<file path="config.mk">
export PLATFORM = sky130hd
export DESIGN_NAME = card_color_shuffler
export DESIGN_NICKNAME = d
export VERILOG_FILES = /design/src/rtl/memory_game_pkg.sv /design/src/rtl/card_color_shuffler_lfsr16.sv /design/src/rtl/card_color_shuffler.sv
export SDC_FILE = /design/constraint.sdc
export NUM_CORES = 1
export LEC_CHECK = 0
export CORE_MARGIN = 2
export CORE_UTILIZATION = 45
export CTS_BUF_LIST = sky130_fd_sc_hd__clkbuf_4 sky130_fd_sc_hd__clkbuf_8
export DETAILED_ROUTE_END_ITERATION = 7
export GPL_TIMING_DRIVEN = 0
export PLACE_DENSITY = 0.6
export RECOVER_POWER = 100
export SLEW_MARGIN = 10
export SYNTH_ARGS = -nofsm -noshare
export SYNTH_HDL_FRONTEND = slang
export SYNTH_HIERARCHICAL = 1
export SYNTH_SLANG_ARGS = --single-unit
</file>
<file path="constraint.sdc">
create_clock -name clk -period 4.4 [get_ports clk]
set_input_delay 0.44 -clock clk [delete_from_list [all_inputs] [get_ports clk]]
set_output_delay 0.44 -clock clk [all_outputs]
set_load 0.005 [all_outputs]
</file>
<file path="src/rtl/memory_game_pkg.sv">
// Shared constants for the memory game: card geometry, colour format
// and the default pair palette.
package memory_game_pkg;

    localparam int NUM_CARDS = 12;
    localparam int NUM_PAIRS = 6;
    localparam int ADDR_W    = 4;
    localparam int COLOR_W   = 12;
    localparam int PAIR_W    = 3;

    localparam logic [15:0] DEFAULT_SEED = 16'hACE1;

    typedef logic [PAIR_W-1:0]  pair_t;
    typedef logic [ADDR_W-1:0]  addr_t;
    typedef logic [COLOR_W-1:0] color_t;

    localparam color_t DEF_COLOR0 = 12'hF00;
    localparam color_t DEF_COLOR1 = 12'h0F0;
    localparam color_t DEF_COLOR2 = 12'h00F;
    localparam color_t DEF_COLOR3 = 12'hFF0;
    localparam color_t DEF_COLOR4 = 12'hF0F;
    localparam color_t DEF_COLOR5 = 12'h0FF;

endpackage

</file>
<file path="src/rtl/card_color_shuffler_lfsr16.sv">
// Free-running 16-bit Fibonacci LFSR (taps 16,14,13,11), shifting left.
// A zero seed would lock up, so it is replaced by 16'hACE1.
module lfsr16 #(
    parameter logic [15:0] SEED = 16'hACE1
) (
    input  logic        clk,
    input  logic        rst,
    output logic [15:0] state
);

    localparam logic [15:0] START = (SEED == 16'h0) ? 16'hACE1 : SEED;

    logic [15:0] lfsr_q;
    logic [15:0] lfsr_d;

    always_comb begin
        lfsr_d = {lfsr_q[14:0],
                  lfsr_q[15] ^ lfsr_q[13] ^ lfsr_q[12] ^ lfsr_q[10]};
    end

    always_ff @(posedge clk or negedge rst) begin
        if (!rst) begin
            lfsr_q <= START;
        end else begin
            lfsr_q <= lfsr_d;
        end
    end

    assign state = lfsr_q;

endmodule

</file>
<file path="src/rtl/card_color_shuffler.sv">
// Builds a random 12-card layout of 6 colour pairs with a Fisher-Yates
// shuffle, then streams the colours into the card colour memory.
module card_color_shuffler
    import memory_game_pkg::*;
#(
    parameter logic [15:0] SEED   = DEFAULT_SEED,
    parameter color_t      COLOR0 = DEF_COLOR0,
    parameter color_t      COLOR1 = DEF_COLOR1,
    parameter color_t      COLOR2 = DEF_COLOR2,
    parameter color_t      COLOR3 = DEF_COLOR3,
    parameter color_t      COLOR4 = DEF_COLOR4,
    parameter color_t      COLOR5 = DEF_COLOR5
) (
    input  logic               clk,
    input  logic               rst,
    input  logic               compute_colors_en,
    output logic               compute_done,
    output logic               busy,
    output logic               color_wr_en,
    output logic [ADDR_W-1:0]  color_wr_addr,
    output logic [COLOR_W-1:0] color_wr_data
);

    localparam logic [2:0] S_IDLE  = 3'd0;
    localparam logic [2:0] S_INIT  = 3'd1;
    localparam logic [2:0] S_SHUF  = 3'd2;
    localparam logic [2:0] S_WRITE = 3'd3;
    localparam logic [2:0] S_DONE  = 3'd4;

    logic [15:0] lfsr;
    logic        unused_lfsr;

    lfsr16 #(.SEED(SEED)) u_lfsr (
        .clk   (clk),
        .rst   (rst),
        .state (lfsr)
    );

    assign unused_lfsr = ^lfsr[15:4];

    // Folding r back below i+1 keeps j in 0..i without a divider.
    function automatic addr_t pick_j(input logic [3:0] rnd, input addr_t i);
        logic [3:0] mask;
        logic [3:0] r;
        if (i >= 4'd8) begin
            mask = 4'hF;
        end else if (i >= 4'd4) begin
            mask = 4'h7;
        end else if (i >= 4'd2) begin
            mask = 4'h3;
        end else begin
            mask = 4'h1;
        end
        r = rnd & mask;
        return (r <= i) ? r : r - (i + 4'd1);
    endfunction

    function automatic color_t pal(input pair_t p);
        color_t c;
        case (p)
            3'd0:    c = COLOR0;
            3'd1:    c = COLOR1;
            3'd2:    c = COLOR2;
            3'd3:    c = COLOR3;
            3'd4:    c = COLOR4;
            3'd5:    c = COLOR5;
            default: c = COLOR0;
        endcase
        return c;
    endfunction

    logic [2:0] state_q, state_d;
    addr_t      i_q, i_d;
    addr_t      addr_q, addr_d;
    pair_t      slot_q [NUM_CARDS];
    pair_t      slot_d [NUM_CARDS];
    addr_t      j;

    logic       done_q, done_d;
    logic       busy_q, busy_d;
    logic       wr_en_q, wr_en_d;
    addr_t      wr_addr_q, wr_addr_d;
    color_t     wr_data_q, wr_data_d;

    always_comb begin
        state_d   = state_q;
        i_d       = i_q;
        addr_d    = addr_q;
        slot_d    = slot_q;
        done_d    = 1'b0;
        busy_d    = 1'b0;
        wr_en_d   = 1'b0;
        wr_addr_d = '0;
        wr_data_d = '0;
        j         = pick_j(lfsr[3:0], i_q);

        unique case (state_q)
            S_IDLE: begin
                if (compute_colors_en) begin
                    state_d = S_INIT;
                end
            end
            S_INIT: begin
                if (!compute_colors_en) begin
                    state_d = S_IDLE;
                end else begin
                    for (int k = 0; k < NUM_CARDS; k++) begin
                        slot_d[k] = pair_t'(k >> 1);
                    end
                    i_d     = addr_t'(NUM_CARDS - 1);
                    busy_d  = 1'b1;
                    state_d = S_SHUF;
                end
            end
            S_SHUF: begin
                if (!compute_colors_en) begin
                    state_d = S_IDLE;
                end else begin
                    slot_d[i_q] = slot_q[j];
                    slot_d[j]   = slot_q[i_q];
                    i_d         = i_q - 4'd1;
                    busy_d      = 1'b1;
                    if (i_q == 4'd1) begin
                        addr_d  = '0;
                        state_d = S_WRITE;
                    end
                end
            end
            S_WRITE: begin
                if (!compute_colors_en) begin
                    state_d = S_IDLE;
                end else begin
                    busy_d    = 1'b1;
                    wr_en_d   = 1'b1;
                    wr_addr_d = addr_q;
                    wr_data_d = pal(slot_q[addr_q]);
                    addr_d    = addr_q + 4'd1;
                    if (addr_q == addr_t'(NUM_CARDS - 1)) begin
                        state_d = S_DONE;
                    end
                end
            end
            S_DONE: begin
                if (!compute_colors_en) begin
                    state_d = S_IDLE;
                end else begin
                    done_d = 1'b1;
                end
            end
            default: state_d = S_IDLE;
        endcase
    end

    always_ff @(posedge clk or negedge rst) begin
        if (!rst) begin
            state_q   <= S_IDLE;
            i_q       <= '0;
            addr_q    <= '0;
            slot_q    <= '{default: '0};
            done_q    <= 1'b0;
            busy_q    <= 1'b0;
            wr_en_q   <= 1'b0;
            wr_addr_q <= '0;
            wr_data_q <= '0;
        end else begin
            state_q   <= state_d;
            i_q       <= i_d;
            addr_q    <= addr_d;
            slot_q    <= slot_d;
            done_q    <= done_d;
            busy_q    <= busy_d;
            wr_en_q   <= wr_en_d;
            wr_addr_q <= wr_addr_d;
            wr_data_q <= wr_data_d;
        end
    end

    assign compute_done  = done_q;
    assign busy          = busy_q;
    assign color_wr_en   = wr_en_q;
    assign color_wr_addr = wr_addr_q;
    assign color_wr_data = wr_data_q;

endmodule

</file>
==> results.cfg, run 1 <==
[synthesis]
syn_area_sq_mm = 0.004684
avgSynthCellArea_sq_um = 10.07
syn_nets = 480
syn-instance-count = 465
synth_warnings = 6

[route]
ant_nets = 0
firstDrtPassIters = 5
routed_wl_mm = 14.19
vias = 4069
first_iter_violations = 414
drc_errors = 0
wl_per_cell_um = 22.10
vias_per_cell = 6.338

[sta]
finalHoldViolCount = 0
tightest_slew_ns = 2.174
fmax_ghz = 0.2397
relSlewSlack = -0.4490
min_period_over_period = 0.9480
clock_skew_ns = 0.01112
min_period_ns = 4.171
rsz0062_at_grt = no
slew_viol_final = 76
setup_violations = 0

[outcome]
outcome = complete, but fails checks
failed_checks = capacitance limit, slew limit

[min_path]
hold_class = flop to flop
hold_start = u_lfsr/state[14]$_DFF_PN0_

[cells_and_area]
fin_nets = 516
syn_to_final_growth_pct = 13.41
post-route-util = 0.5193
drive_gt1_frac = 0.1680
n_fill_cell = 942
n_antenna_cell = 0

[clock_network]
cts-hold-fix-buffers = 0
cts_root_buf = clkbuf_8
cts_tree = built
numClockSinks = 73
cts-htree-levels = 3
cts_buffer_depth = 2
cts_buffers = 9
clk_latency_ns = 0.38
path_clk_slew_ns = 0.08

[run]
drv_cap = 2

[floorplan]
initial_core_util = 0.4579
row_count = 37
die_area_sq_mm = 0.01124
die_w_um = 106.0
die_h_um = 106.0
boundaryPins = 22
core-area_sq_mm = 0.01023

[grt]
grt_max_degree = 42
grt_pass1_vias = 3959
gr-total-overflow = 0
grt_usage = 0.2689
antenna_found_initial = 0
grt_pass1_wl_mm = 22.18

[worst_setup_path]
crit_slowest_cell = dfrtp_1
r2r_start = i_q[1]$_DFFE_PN0P_
required_ns = 4.65
path_cells = clkbuf_2 -> inv_1 -> ha_1 -> nor2b_4 -> o211a_1 -> o21ai_4 -> mux2i_1 -> buf_12 -> mux2_2 -> o221ai_2 -> o211ai_2 -> a221o_1
max_stage_delay_ns = 0.61
crit_path_end_kind = flop
worst_setup_path_start_kind = flop
cp_top_family = compound AO/OA/AOI/OAI gates
worstSetupPathType = flop to flop
critical_path.max_fanout = 10
crit_start = i_q[1]$_DFFE_PN0P_
path_buf_inv = 3
cp.arrival_ns = 4.42

[power_and_ir_drop]
p_total_uw = 2744
p_leak_uw = 0.002359
power_per_cell_area_mw_per_mm2 = 516.6
peakVddDrop_mv = 0.3021

[place]
dp_hpwl_mm = 10.21
gp_congestion = 0.9512
port_buffers = 21
[registers in the layout, indices dropped and copies added (netlist names)]
| name | flops |
|---|---|
| addr_q | 4 |
| busy | 1 |
| color_wr_addr | 4 |
| color_wr_data | 3 |
| color_wr_en | 1 |
| compute_done | 1 |
| i_q | 4 |
| slot_q | 36 |
| state_q | 3 |
| u_lfsr/state | 16 |
[per-layer routing]
metal  global-route usage  part of all wire  vias to the layer above
met3              0.04598             0.075                       53
met1               0.3645              0.42                     2011
met5                    0                 0                        -
met4               0.1701             0.051                        0
li1                     -                 -                     1793
met2               0.4009              0.45                      212
[cell usage in the layout (no fill, tap or decap), types with 3 or more instances in the layout]
master	n
mux2i_1	16
a21o_1	11
o21ai_0	18
buf_4	14
xor2_1	4
clkbuf_2	3
ha_1	11
xnor2_1	5
o31ai_1	4
buf_2	4
dfstp_1	3
nor2_1	50
clkbuf_8	10
nand2_1	43
inv_1	23
a31oi_1	3
and2_1	7
dfstp_2	5
mux4_2	21
nand3_1	15
nand2b_1	3
and3_1	9
a21oi_1	29
dfrtp_1	65
dlygate4sd3_1	20
a222oi_1	8
clkbuf_1	13
o21ai_1	3
nor3_1	6
a221o_1	21
[what timing repair did]
action,4_1_cts,5_1_grt
gates cloned,0,0
setup buffers,0,3
setup endpoints to repair,11,20
resized for setup,2,3
[metrics by stage]
| step | cell area, sq um | setup TNS, ns | std cells | worst slack [ns] | hold slack [ns] |
|---|---|---|---|---|---|
| after floorplan | 4684 | 0 | 465 | 0.8110 | 0.1444 |
| after global placement | 5065 | 0 | 622 | 0.02858 | 0.3365 |
| after detailed placement | 5082 | -0.1259 | 623 | -0.05119 | 0.3436 |
| after CTS | 5313 | 0 | 639 | 0.1078 | 0.003284 |
| after global routing | 5313 | 0 | 642 | 0.06054 | 0.3676 |
| final | 5313 | 0 | 642 | 0.2288 | 0.3588 |
[final cells by class]
type	count	area, sq um	area share
buffer	34	200.2	0.03768
clock buffer	10	137.6	0.02591
clock inverter	6	90.09	0.01696
inverter	25	97.59	0.01837
multi-input combinational	333	2537	0.4776
sequential	73	1837	0.3457
tap	136	170.2	0.03203
timing repair buffer	25	242.7	0.04569
[report_power, final]
part / switching [uW] / leakage, uW / internal [uW]
Sequential: 140 / 0.000901 / 772
Combinational: 766 / 0.00134 / 453
Clock: 276 / 0.000113 / 336
[path summary, 6_finish.rpt]
| kind | end | slack, ns | depth (start not counted) |
|---|---|---|---|
| min in group asynchronous | u_lfsr/state[3]$_DFF_PN0_ | 0.52 | 1 |
| max | slot_q[10]$_DFFE_PN0P_ | 0.23 | 12 |
| min reg2reg | u_lfsr/state[15]$_DFF_PN1_ | 0.36 | 0 |
| max in group asynchronous | slot_q[22]$_DFFE_PN0P_ | 1.09 | 2 |
| min | u_lfsr/state[15]$_DFF_PN1_ | 0.36 | 0 |
| max reg2reg | slot_q[10]$_DFFE_PN0P_ | 0.23 | 12 |
Note: power is estimated with default switching activity, not from simulation.
==> inputs of run 2 (changes only) <==
--- a/config.mk
+++ b/config.mk
@@ -12,6 +12,7 @@
 export GPL_TIMING_DRIVEN = 0
 export PLACE_DENSITY = 0.6
 export RECOVER_POWER = 100
+export SKIP_LAST_GASP = 1
 export SLEW_MARGIN = 10
 export SYNTH_ARGS = -nofsm -noshare
 export SYNTH_HDL_FRONTEND = slang
==> results of run 2 <==
No change in the layout: final DEF, timing and power equal those of run 1.
